`src/rtl/bus_pkg.sv`:
```
// ----------------------------------------------------------------------------
// bus_pkg
// Shared types and constants for the 32-bit data bus arbiter.
//   arb_state_t           : arbiter FSM states (IDLE, GRANT0, GRANT1)
//   BUS_AW / BUS_DW       : address / data widths
//   BUS_MW                : byte-lane write-mask width
//   DEFAULT_TIMEOUT_RDATA : read data returned on a timed-out read
// ----------------------------------------------------------------------------
package bus_pkg;

   localparam int unsigned BUS_AW = 32;
   localparam int unsigned BUS_DW = 32;
   localparam int unsigned BUS_MW = 4;

   localparam logic [BUS_DW-1:0] DEFAULT_TIMEOUT_RDATA = 32'hDEAD_BEEF;

   typedef enum logic [1:0] {
      IDLE   = 2'd0,
      GRANT0 = 2'd1,
      GRANT1 = 2'd2
   } arb_state_t;

endpackage

```
`src/rtl/bus_watchdog.sv`:
```
// ----------------------------------------------------------------------------
// bus_watchdog
// Saturating cycle counter that flags when a granted transaction has run for
// TIMEOUT_CYCLES cycles without completing. TIMEOUT_CYCLES = 0 disables it.
// Ports:
//   clk    in  clock
//   rst    in  synchronous active-high reset
//   clear  in  zero the counter (held while the arbiter is idle)
//   enable in  count this cycle (granted and target not done)
//   expire out counter has reached TIMEOUT_CYCLES-1 (last allowed cycle)
// ----------------------------------------------------------------------------
module bus_watchdog #(
   parameter int unsigned TIMEOUT_CYCLES = 1024
) (
   input  logic clk,
   input  logic rst,
   input  logic clear,
   input  logic enable,
   output logic expire
);

   if (TIMEOUT_CYCLES == 0) begin : g_disabled
      logic unused_inputs;
      assign unused_inputs = ^{clk, rst, clear, enable};
      assign expire        = 1'b0;
   end else begin : g_counter
      localparam int unsigned CNT_W = $clog2(TIMEOUT_CYCLES + 1);
      localparam logic [CNT_W-1:0] CNT_MAX  = CNT_W'(TIMEOUT_CYCLES);
      localparam logic [CNT_W-1:0] CNT_LAST = CNT_W'(TIMEOUT_CYCLES - 1);

      logic [CNT_W-1:0] wd_cnt;

      // Saturates at TIMEOUT_CYCLES so it can never wrap back into range.
      always_ff @(posedge clk) begin
         if (rst || clear) begin
            wd_cnt <= '0;
         end else if (enable && (wd_cnt != CNT_MAX)) begin
            wd_cnt <= wd_cnt + 1'b1;
         end
      end

      assign expire = (wd_cnt == CNT_LAST);
   end

endmodule

```
`src/rtl/bus_arbiter_2.sv`:
```
// ----------------------------------------------------------------------------
// bus_arbiter_2
// Two-host to one-target arbiter for the addr/wdata/wmask/rdata/wen/ren/done
// data bus. One host is granted per transaction (round-robin or fixed
// priority); a watchdog force-completes transactions the target never ends.
// Parameters:
//   FIXED_PRIORITY : 0 = round-robin, 1 = host 0 wins ties
//   TIMEOUT_CYCLES : granted cycles allowed without t_done (0 = no watchdog)
//   TIMEOUT_RDATA  : read data returned on a timed-out read
// Ports:
//   clk, rst                     clock, synchronous active-high reset
//   hN_addr/wdata/wmask/wen/ren  host N request, held until hN_done
//   hN_rdata/done/err            host N response (zero unless done)
//   t_addr/wdata/wmask/wen/ren   request forwarded to the target
//   t_rdata/t_done               target response
// ----------------------------------------------------------------------------
module bus_arbiter_2
   import bus_pkg::*;
#(
   parameter int unsigned       FIXED_PRIORITY = 0,
   parameter int unsigned       TIMEOUT_CYCLES = 1024,
   parameter logic [BUS_DW-1:0] TIMEOUT_RDATA  = DEFAULT_TIMEOUT_RDATA
) (
   input  logic              clk,
   input  logic              rst,
   // host 0
   input  logic [BUS_AW-1:0] h0_addr,
   input  logic [BUS_DW-1:0] h0_wdata,
   input  logic [BUS_MW-1:0] h0_wmask,
   input  logic              h0_wen,
   input  logic              h0_ren,
   output logic [BUS_DW-1:0] h0_rdata,
   output logic              h0_done,
   output logic              h0_err,
   // host 1
   input  logic [BUS_AW-1:0] h1_addr,
   input  logic [BUS_DW-1:0] h1_wdata,
   input  logic [BUS_MW-1:0] h1_wmask,
   input  logic              h1_wen,
   input  logic              h1_ren,
   output logic [BUS_DW-1:0] h1_rdata,
   output logic              h1_done,
   output logic              h1_err,
   // target
   output logic [BUS_AW-1:0] t_addr,
   output logic [BUS_DW-1:0] t_wdata,
   output logic [BUS_MW-1:0] t_wmask,
   output logic              t_wen,
   output logic              t_ren,
   input  logic [BUS_DW-1:0] t_rdata,
   input  logic              t_done
);

   arb_state_t state_q, state_d;
   logic       last_grant_q, last_grant_d;

   logic       req0, req1;
   logic       granted;
   logic       wd_expire;
   logic       timeout;

   assign req0    = h0_ren | h0_wen;
   assign req1    = h1_ren | h1_wen;
   assign granted = (state_q != IDLE);

   // Timeout fires only if the target has not completed in the last cycle.
   assign timeout = granted && wd_expire && !t_done;

   bus_watchdog #(
      .TIMEOUT_CYCLES (TIMEOUT_CYCLES)
   ) u_watchdog (
      .clk    (clk),
      .rst    (rst),
      .clear  (!granted),
      .enable (granted && !t_done),
      .expire (wd_expire)
   );

   // -------------------------------------------------------------------------
   // State registers
   // -------------------------------------------------------------------------
   always_ff @(posedge clk) begin
      if (rst) begin
         state_q      <= IDLE;
         last_grant_q <= 1'b1;  // host 0 wins the first round-robin tie
      end else begin
         state_q      <= state_d;
         last_grant_q <= last_grant_d;
      end
   end

   // -------------------------------------------------------------------------
   // Next-state logic
   // -------------------------------------------------------------------------
   always_comb begin
      state_d      = state_q;
      last_grant_d = last_grant_q;
      unique case (state_q)
         IDLE: begin
            if (req0 && req1) begin
               if ((FIXED_PRIORITY != 0) || last_grant_q) begin
                  state_d      = GRANT0;
                  last_grant_d = 1'b0;
               end else begin
                  state_d      = GRANT1;
                  last_grant_d = 1'b1;
               end
            end else if (req0) begin
               state_d      = GRANT0;
               last_grant_d = 1'b0;
            end else if (req1) begin
               state_d      = GRANT1;
               last_grant_d = 1'b1;
            end
         end
         // Always return through IDLE so a host still holding its request in
         // its done cycle is not granted a second time.
         GRANT0, GRANT1: begin
            if (t_done || timeout) begin
               state_d = IDLE;
            end
         end
         default: state_d = IDLE;
      endcase
   end

   // -------------------------------------------------------------------------
   // Forwarded address/data/mask (independent of the target response, so no
   // combinational path exists from t_done back to these outputs)
   // -------------------------------------------------------------------------
   always_comb begin
      t_addr  = '0;
      t_wdata = '0;
      t_wmask = '0;
      if (!rst) begin
         unique case (state_q)
            GRANT0: begin
               t_addr  = h0_addr;
               t_wdata = h0_wdata;
               t_wmask = h0_wmask;
            end
            GRANT1: begin
               t_addr  = h1_addr;
               t_wdata = h1_wdata;
               t_wmask = h1_wmask;
            end
            default: ;
         endcase
      end
   end

   // -------------------------------------------------------------------------
   // Strobes and host responses
   // -------------------------------------------------------------------------
   always_comb begin
      t_wen    = 1'b0;
      t_ren    = 1'b0;
      h0_done  = 1'b0;
      h0_err   = 1'b0;
      h0_rdata = '0;
      h1_done  = 1'b0;
      h1_err   = 1'b0;
      h1_rdata = '0;
      if (!rst) begin
         unique case (state_q)
            GRANT0: begin
               // Strobes drop in the timeout cycle so the target sees the
               // transaction withdrawn.
               t_wen   = h0_wen && !timeout;
               t_ren   = h0_ren && !timeout;
               h0_done = t_done || timeout;
               h0_err  = timeout;
               if (timeout) begin
                  h0_rdata = h0_ren ? TIMEOUT_RDATA : '0;
               end else if (t_done) begin
                  h0_rdata = t_rdata;
               end
            end
            GRANT1: begin
               t_wen   = h1_wen && !timeout;
               t_ren   = h1_ren && !timeout;
               h1_done = t_done || timeout;
               h1_err  = timeout;
               if (timeout) begin
                  h1_rdata = h1_ren ? TIMEOUT_RDATA : '0;
               end else if (t_done) begin
                  h1_rdata = t_rdata;
               end
            end
            default: ;
         endcase
      end
   end

endmodule

```
`config.mk`:
```
export PLATFORM = sky130hd
export DESIGN_NAME = bus_arbiter_2
export DESIGN_NICKNAME = d
export VERILOG_FILES = /design/src/rtl/bus_pkg.sv /design/src/rtl/bus_watchdog.sv /design/src/rtl/bus_arbiter_2.sv
export SDC_FILE = /design/constraint.sdc
export NUM_CORES = 1
export LEC_CHECK = 0
export BUFFER_PORTS_ARGS = -buffer_cell sky130_fd_sc_hd__buf_2
export CAP_MARGIN = 5
export CORE_AREA = 8 8 114 116
export CTS_CLUSTER_SIZE = 10
export DETAILED_ROUTE_END_ITERATION = 8
export DIE_AREA = 0 0 122 124
export PLACE_DENSITY = 0.58
export SYNTH_ARGS = -nofsm -noshare
export SYNTH_HDL_FRONTEND = slang
export SYNTH_SLANG_ARGS = --single-unit
```
`constraint.sdc`:
```
create_clock -name clk -period 2 [get_ports clk]
set_input_delay 0.4 -clock clk [delete_from_list [all_inputs] [get_ports clk]]
set_output_delay 0.4 -clock clk [all_outputs]
set_load 0.005 [all_outputs]
```
==> impl_metrics.ini, run 1 <==
[sta]
rsz0062_at_grt = yes
finalMaxSlewViolations = 0
skew_ps = 1.260
hold_viol = 0
relSlewSlack_pct = 72.66
fin_crit_ps = 2163
fin_ws_ps = -162.9
worstMarginPinSlew_ps = 410.2
finalSetupViolCount = 68
fin_crit_sh_pct = 108.1
holdWs_ps = 462.6
fmax_mhz = 462.3

[drt]
drc_errors = 0
dr.pass1.iters = 4
ant_nets = 0
vias = 4042
vias_per_cell = 4.847
dr.first_iter.drc_count = 197
drt-total-wl_um = 15660
wl_per_cell_um = 18.78

[layout]
nets = 873
layout-drive-gt1-share_pct = 63.97
fill_cells = 1119
areaGrowthSynthToFinish_pct = 105.3
fin_util_pct = 43.19
antenna_cells = 0

[global_routing]
antenna_found_initial = 0
grt_usage_pct = 17.70
grt_pass1_wl_um = 21450
grt_overflow_total = 0
grt_max_degree = 41
grt_pass1_vias = 4044

[power]
p_sw_uw = 996.7
swShare_pct = 41.01
vdd_drop_max_mv = 0.3532
power.leakage_uw = 0.002465
p_comb_share_pct = 72.0
p_clk_share_pct = 15.3
powerDensity_nw_per_um2 = 503.6
p_seq_share_pct = 12.7
internal-power_uw = 1434
p_total_uw = 2430

[clocking]
cts_tree = done
cts_buffer_depth = 2
cts.sinks = 14
cts_buffers = 3
clock_latency_ps = 240
htreeDepth = 1
hold_buffers = 0
clock-root-buffer = clkbuf_16
path_clk_slew_ps = 50

[die]
die_h_um = 124
initial_utilization_pct = 21.04
coreArea_um2 = 11170
rows = 39
num_io_pins = 313
die-area_um2 = 15130
die_w_um = 122

[critical_path]
required_ps = 1600
crit_family = simple AND/OR/NAND/NOR gates
reg2reg_slack_ps = 300
critPathSlowestCell = dfxtp_1
crit_path_start_kind = flop
cp_num_buf_inv = 2
critPathMaxStageDelay_ps = 370
path_cells = ha_4 > nand3_4 > nor4_4 > o21bai_2 > buf_12 > nor2_1 > buf_2
critical_path.max_fanout = 24
path_class = reg -> out
cp.arrival_ps = 1760
cp-end-kind = output port

[yosys]
synth_ff_type = dfxtp_1
post_synth_num_cell_types = 40
ys_warn_count = 0
yosys.area.top_type = a22oi_1
syn_area_um2 = 2351
synthArstFlopShare_pct = 0
synth_enable_flop_cells = 0
synth_area_leaders = a22oi_1, nor2_1, dfxtp_1
yosys.area.top_type_share_pct = 21.71
synth_nets = 551
postSynthCellCount = 371
synth_seq_area_share_pct = 11.92
yosys_register_bits = 14
syn_area_per_cell_um2 = 6.337

[job]
drv_cap = 0

[placed_design]
port_buffers = 312
dp_slack_ps = -88.69
routabilityCongestion = 0.9669
post-dp-hpwl_um = 12380

[status]
status = complete, but fails checks
violations = setup timing

[min_path]
hold_path.class = in -> reg
-- cell type report --
| type | count | area, um2 | area share [%] |
|---|---|---|---|
| clock buffers | 3 | 75.07 | 1.556 |
| well taps | 143 | 178.9 | 3.708 |
| multi-input cells | 315 | 2118 | 43.89 |
| repair buffers | 353 | 2148 | 44.52 |
| inverters | 6 | 22.52 | 0.4667 |
| flip-flops and latches | 14 | 282.8 | 5.859 |
-- state kept, by name, indices dropped and copies added, names as in the netlist --
| register | cells |
|---|---|
| last_grant_q | 1 |
| state_q | 2 |
| u_watchdog.g_counter.wd_cnt | 11 |
-- power groups by stage --
stage                     combinational [uW]  clock, uW  sequential [uW]
after floorplan                          725          0              311
after global placement                  1310          0              310
after detailed placement                1330          0              310
after CTS                               1550        378              309
after global routing                    1890        390              310
final                                   1750        372              309
-- cell usage after synthesis (2+ instances only) --
| cell | count |
|---|---|
| nor2_1 | 116 |
| a22oi_1 | 68 |
| nor2_2 | 34 |
| clkbuf_1 | 26 |
| nor2b_1 | 24 |
| dfxtp_1 | 14 |
| nand2_1 | 11 |
| buf_2 | 6 |
| inv_1 | 6 |
| ha_1 | 5 |
| nand2b_1 | 5 |
| nor3_1 | 5 |
| buf_6 | 4 |
| o21ai_0 | 4 |
| xnor2_1 | 4 |
| a21oi_1 | 3 |
| mux2i_1 | 3 |
| xor2_1 | 3 |
| nand3_1 | 2 |
| nand3b_1 | 2 |
| nand4_1 | 2 |
| nor4_2 | 2 |
| nor4b_1 | 2 |
| o21bai_2 | 2 |
| o2bb2ai_1 | 2 |
| o31ai_1 | 2 |
-- worst paths after layout --
path	depth (start not counted)	endpoint	start
setup / recovery	7	h0_rdata[31]	u_watchdog.g_counter.wd_cnt[0]
hold / removal	2	last_grant_q	rst
setup reg to reg	9	u_watchdog.g_counter.wd_cnt[10]	state_q[1]
hold reg to reg	2	u_watchdog.g_counter.wd_cnt[10]	u_watchdog.g_counter.wd_cnt[10]
-- through the flow --
step / cell area (um2) / TNS (ps) / instances
after floorplan: 2351 / 0 / 371
after global placement: 4209 / -38.08 / 816
after detailed placement: 4209 / -120.1 / 816
after CTS: 4573 / -6264 / 828
after global routing: 4826 / -15300 / 834
final: 4826 / -6427 / 834
-- kinds of logic after synthesis --
logic type	count (synthesis)	share of synthesized area (%)
buffers and inverters	42	8.302
and+or+nand+nor	216	46.35
adders and majority gates	5	2.661
DFF	14	11.92
xor gates and xnor gates	7	2.608
AOI/OAI and AO/OA	84	26.88
muxes	3	1.277
-- timing repair --
| item | in CTS | in global routing |
|---|---|---|
| gates resized for setup | 30 | 28 |
| pin swaps | 8 | 7 |
| buffers inserted | 6 | 2 |
| cloned | 4 | 4 |
| endpoints found under the setup margin | 103 | 121 |
-- cell usage in the layout, fill, tap and decap left out, drive strengths merged --
cell type,synthesis,layout
ha,5,5
o31ai,2,2
buf,10,348
clkbuf,26,7
nand3,3,3
and4b,1,1
nor2,150,150
a221o,1,1
nor4b,2,2
or2,1,1
o21ai,4,4
nor3,5,5
xor2,3,3
nand2b,5,5
a22oi,68,68
nand4,3,3
o21bai,2,2
nor4,3,3
inv,6,6
and4,1,1
a21oi,3,3
and2,1,1
or3,1,1
nand3b,2,2
nand4b,1,1
xnor2,4,4
bufbuf,0,1
dfxtp,14,14
mux2i,3,3
nand4bb,2,2
a311oi,1,1
o2bb2ai,2,2
nor2b,24,24
o22ai,1,1
nand2,11,11
-- routing by layer --
layer	up-vias	global-route usage [%]	part of all wire, %
li1	1932	-	-
met1	1852	18.88	34
met2	244	33.48	53
met3	14	5.213	11
met4	0	4.086	1.7
met5	-	0	0
(Power assumes the default switching activity.)
==> run 2: changes to the inputs <==
==> constraint.sdc (replaced) <==
create_clock -name clk -period 1.8 [get_ports clk]
set_input_delay 0.36 -clock clk [delete_from_list [all_inputs] [get_ports clk]]
set_output_delay 0.36 -clock clk [all_outputs]
set_load 0.005 [all_outputs]
==> run 2 against run 1 <==
Effect of this change: the run still ends with setup timing left; highest routed layer is now met5; first-iteration DRC count grew 16%; critical path type unchanged; global-route usage grew 3.7 points; cell area grew 23%; largest power group unchanged; largest cell class unchanged.
==> impl_metrics.ini, run 2 (synthesized netlist as in run 1, its figures left out) <==
[status]
status = complete, but fails checks
violations = setup timing

[sta]
worstMarginPinSlew_ps = 396.6
fin_crit_ps = 2174
hold_viol = 0
fin_crit_sh_pct = 120.8
finalMaxSlewViolations = 0
rsz0062_at_grt = yes
fmax_mhz = 459.9
fin_ws_ps = -374.2
finalSetupViolCount = 130
relSlewSlack_pct = 73.56
skew_ps = 2.557

[clocking]
cts_buffers = 3
cts.sinks = 14
htreeDepth = 1
cts_buffer_depth = 2
clock-root-buffer = clkbuf_16
clock_latency_ps = 250
cts_tree = done
hold_buffers = 0
path_clk_slew_ps = 50

[critical_path]
r2r_end = state_q[0]
reg2reg_depth = 9
cp.arrival_ps = 1810
crit_path_start_kind = flop
reg2reg_slack_ps = 20
crit_top_cell = buf_12
critPathMaxStageDelay_ps = 370
critPathSlowestCell = dfxtp_4
required_ps = 1440
path_cells = inv_4 > buf_4 > ha_4 > buf_12 > buf_12 > buf_16 > a22oi_2 > nor2_1 > buf_2
r2r-start = u_watchdog.g_counter.wd_cnt[0]
critical_path.max_fanout = 7
path_class = reg -> out
cp-end-kind = output port

[drt]
ant_nets = 0
dr.first_iter.drc_count = 229
wl_per_cell_um = 20.74
drt-total-wl_um = 18090
vias = 4305
vias_per_cell = 4.937
dr.pass1.iters = 4
drc_errors = 0

[power]
p_comb_share_pct = 77.9
p_clk_share_pct = 12.8
p_seq_share_pct = 9.3
power.leakage_uw = 0.002808
powerDensity_nw_per_um2 = 632.5
p_sw_uw = 1552
internal-power_uw = 2189
vdd_drop_max_mv = 0.4251
swShare_pct = 41.48

[layout]
areaGrowthSynthToFinish_pct = 151.5
regMostFlops = u_watchdog.g_counter.wd_cnt
fin_util_pct = 52.92
final_area_um2 = 5913
fill_cells = 1026
final_common_cell = buf_2
final_cell_count_no_fill = 872
nets = 910
largest_reg_flops = 11
antenna_cells = 0
final_cell_mix = buf_2, nor2_1, a22oi_2
reg_top3 = u_watchdog.g_counter.wd_cnt: 11 flops, state_q: 2 flops, last_grant_q: 1 flops
layout-drive-gt1-share_pct = 77.23

[global_routing]
grt_max_degree = 36
grt_pass1_wl_um = 25160
grt_overflow_total = 0
grt_pass1_vias = 4449
antenna_found_initial = 1
grt_usage_pct = 21.45

[die]
die_h_um = 124
die_w_um = 122
rows = 39
coreArea_um2 = 11170
num_io_pins = 313
die-area_um2 = 15130
initial_utilization_pct = 21.04

[placed_design]
port_buffers = 312
place_area_um2 = 4319
post-dp-hpwl_um = 12640
dp_cells = 829
routabilityCongestion = 0.9107

[min_path]
min_to = last_grant_q
holdCritStartpoint = rst
worstHoldPathCells = 2
hold_path.class = in -> reg

[job]
drv_cap = 0
run 2: cell types whose count changed in the layout (fill, tap and decap cells not counted), moves of 10 or more:
cell | before | now
buf_6 | 1 | 19
buf_2 | 312 | 302
nor2_4 | 0 | 19
a22oi_1 | 41 | 0
buf_4 | 22 | 34
buf_16 | 3 | 18
a22oi_2 | 27 | 68
nor2_1 | 110 | 71
nor2_2 | 40 | 60
run 2: worst max-delay path: cells and delay by family (launching register included):
kind | cells | cell delay (ps)
buffers and inverters | 6 | 740
flip-flops | 1 | 370
adder cells (fa/ha/maj) | 1 | 190
AO/OA/AOI/OAI | 1 | 190
AND/OR/NAND/NOR | 1 | 70
run 2: how the worst max path moves through the flow:
| stage | start | endpoint | depth (start not counted) | slack (ps) |
|---|---|---|---|---|
| after floorplan | state_q[1] | h0_rdata[10] | 8 | -20 |
| after global placement | state_q[1] | t_wmask[3] | 6 | -90 |
| after detailed placement | state_q[0] | h0_rdata[19] | 8 | -110 |
| after CTS | state_q[0] | h1_rdata[31] | 8 | -330 |
| after global routing | state_q[0] | h1_rdata[31] | 8 | -440 |
| final | state_q[0] | t_addr[1] | 9 | -370 |
run 2: stage by stage:
step                power [uW]  setup WS [ps]  hold WS (ps)  setup TNS (ps)
global placement          1823         -93.47         507.2           -1739
finish                    3740         -374.2         446.6          -37300
detailed placement        1848         -113.8         529.2           -2891
CTS                       3593         -334.9         420.5          -28870
global route              3913         -443.0         457.3          -45790
floorplan                 1187         -22.33         451.5          -413.4
run 2: timing repair:
| action | in CTS | in global routing |
|---|---|---|
| pin swaps | 20 | 25 |
| endpoints found under the setup margin | 129 | 141 |
| buffers inserted | 13 | 10 |
| gates cloned | 18 | 2 |
| resized for setup | 149 | 53 |
run 2: layer usage:
| layer | GRT usage (%) | up-vias | part of all wire (%) |
|---|---|---|---|
| li1 | - | 2006 | - |
| met1 | 24.17 | 1979 | 36 |
| met2 | 39.05 | 282 | 51 |
| met3 | 4.986 | 36 | 9.7 |
| met4 | 6.862 | 2 | 3.3 |
| met5 | 0 | - | 0.050 |
run 2: power by group through the flow:
stage	Combinational [uW]	Clock, uW	Sequential, uW
after CTS	2770	479	347
after global placement	1470	0	348
after floorplan	837	0	350
final	2910	479	349
after global routing	3070	496	351
after detailed placement	1500	0	349
run 2: area by class of cell:
cell class | count | area, um2 | area share [%]
multi-input combinational | 315 | 2519 | 42.59
timing repair buffer | 390 | 2816 | 47.63
tap | 143 | 178.9 | 3.026
inverter | 6 | 25.02 | 0.4232
clock buffer | 4 | 88.84 | 1.502
sequential | 14 | 285.3 | 4.824
==> run 3: changes to the inputs <==
--- a/config.mk
+++ b/config.mk
@@ -7,11 +7,11 @@
 export LEC_CHECK = 0
 export BUFFER_PORTS_ARGS = -buffer_cell sky130_fd_sc_hd__buf_2
 export CAP_MARGIN = 5
-export CORE_AREA = 8 8 114 116
+export CORE_AREA = 4 4 120 122
 export CTS_CLUSTER_SIZE = 10
 export DETAILED_ROUTE_END_ITERATION = 8
-export DIE_AREA = 0 0 122 124
-export PLACE_DENSITY = 0.58
+export DIE_AREA = 0 0 124 126
+export PLACE_DENSITY = 0.5
 export SYNTH_ARGS = -nofsm -noshare
 export SYNTH_HDL_FRONTEND = slang
 export SYNTH_SLANG_ARGS = --single-unit
==> run 3 against run 2 <==
Effect of this change: the flow still finishes with violations (setup timing); register-to-register slack better by 110 ps; cell area is 8.8% lower; sequential power decreased by 2%; core utilization down 12 points; flip-flop and latch count unchanged; critical path depth shrank 1; largest cell class unchanged; largest power group unchanged.
==> impl_metrics.ini, run 3 (synthesized netlist as in run 1, its figures left out) <==
[status]
status = complete, but fails checks
violations = setup timing

[placed_design]
routabilityCongestion = 0.8861
post-dp-hpwl_um = 11040
dp_slack_ps = -83.16
port_buffers = 312

[drt]
dr.pass1.iters = 4
ant_nets = 0
vias = 4109
wl_per_cell_um = 16.54
drc_errors = 0
dr.first_iter.drc_count = 140
vias_per_cell = 4.627
drt-total-wl_um = 14690

[min_path]
hold_path.class = in -> reg
worstHoldPathCells = 2
holdCritStartpoint = rst
min_to = last_grant_q

[critical_path]
r2r_end = u_watchdog.g_counter.wd_cnt[10]
reg2reg_slack_ps = 130
critPathSlowestCell = dfxtp_2
critPathLaunch = state_q[0]
critPathMaxStageDelay_ps = 330
critical_path.max_fanout = 24
cp.arrival_ps = 1780
required_ps = 1440
cp_num_buf_inv = 3
cp-end-kind = output port
path_class = reg -> out
crit_family = simple AND/OR/NAND/NOR gates
reg2reg_depth = 8
crit_path_start_kind = flop
path_cells = inv_2 > ha_4 > nand4bb_4 > nor4_4 > o21bai_2 > buf_12 > nor2_1 > buf_2
r2r-start = state_q[0]

[global_routing]
grt_overflow_total = 0
use_met2_pct = 27.90
grt_usage_pct = 15.39
grt_pass1_wl_um = 19440
met3_usage_pct = 1.883
antenna_found_initial = 0
grt_max_degree = 51
met1_usage_pct = 19.14
grt_pass1_vias = 3803
busiest_layer = met2

[power]
power.leakage_uw = 0.002612
powerDensity_nw_per_um2 = 589.7
vdd_drop_max_mv = 0.3232

[clocking]
cts_buffers = 3
cts.sinks = 14
hold_buffers = 0
clock-root-buffer = clkbuf_16
htreeDepth = 1
cts_buffer_depth = 2
path_clk_slew_ps = 50
cts_tree = done
clock_latency_ps = 240

[sta]
relSlewSlack_pct = 74.43
fin_ws_ps = -338.4
finalMaxSlewViolations = 0
worstMarginPinSlew_ps = 383.5
fin_tns_setup_ps = -24290
finalSetupViolCount = 122
fin_crit_ps = 2138
rsz0062_at_grt = yes
fmax_mhz = 467.6
skew_ps = 3.005
hold_viol = 0
fin_crit_sh_pct = 118.8

[layout]
nets = 894
final_common_cell = buf_2
regMostFlops = u_watchdog.g_counter.wd_cnt
layout-drive-gt1-share_pct = 72.47
largest_reg_flops = 11
final_cell_mix = buf_2, nor2_1, a22oi_2
fill_cells = 1345
areaGrowthSynthToFinish_pct = 129.4
antenna_cells = 0
reg_top3 = u_watchdog.g_counter.wd_cnt: 11 flops, state_q: 2 flops, last_grant_q: 1 flops

[die]
die-area_um2 = 15620
coreArea_um2 = 13190
num_io_pins = 313
rows = 42
die_h_um = 126
die_w_um = 124
initial_utilization_pct = 17.82

[job]
drv_cap = 0
run 3: cell types whose count changed in the layout (fill, tap and decap cells not counted), sizes merged:
cell    change
nand2b      +1
clkbuf      +4
buf        -22
run 3: per-stage QoR:
stage	cells	power, uW	util, %	hold slack (ps)	cell area [um2]
after floorplan	371	1187	-	451.5	2395
after global placement	861	1873	33.29	495.7	4390
after detailed placement	861	1898	33.29	504.2	4390
after CTS	876	2767	37.72	405.3	4975
after global routing	888	3367	40.88	435.6	5393
final	888	3180	40.88	423.2	5393
run 3: power by group:
group | total, uW | switching (uW) | internal [uW]
registers | 343 | 12.0 | 331
clock network | 413 | 123 | 290
logic | 2420 | 1170 | 1250
run 3: worst max path at each step:
| stage | endpoint | slack, ps | depth (start not counted) |
|---|---|---|---|
| 6_report | h1_rdata[31] | -340 | 8 |
| 3_3_place_gp | t_wdata[3] | -70 | 8 |
| 3_5_place_dp | h0_rdata[0] | -80 | 7 |
| 5_1_grt | h1_rdata[31] | -420 | 8 |
| 4_1_cts | h0_rdata[0] | -320 | 8 |
| 2_1_floorplan | h0_rdata[10] | -20 | 8 |
run 3: worst reg2reg max path, cell delays in order, from the launching register on:
cell	delay, ps
dfxtp_2	330
inv_2	60
ha_4	160
nand4bb_4	280
nor3_2	180
nand2b_1	170
buf_4	170
buf_4	110
a21oi_1	130
run 3: metal layers:
layer	wire, um	up-vias
met5	0	-
met4	279	0
met3	1221	19
met2	7182	228
met1	6008	1882
li1	-	1980
run 3: what timing repair did:
action	in CTS	in global routing
setup buffers	8	6
pin swaps	11	83
gates resized for setup	68	52
cloned	4	10
setup endpoints to repair	131	139
run 3: layout make-up:
cell class | instances | area [um2] | area share, %
clock buffers | 3 | 75.07 | 1.392
inverters | 6 | 22.52 | 0.4176
multi-input cells | 316 | 2369 | 43.92
flip-flops and latches | 14 | 282.8 | 5.244
well taps | 176 | 220.2 | 4.084
repair buffers | 373 | 2424 | 44.94
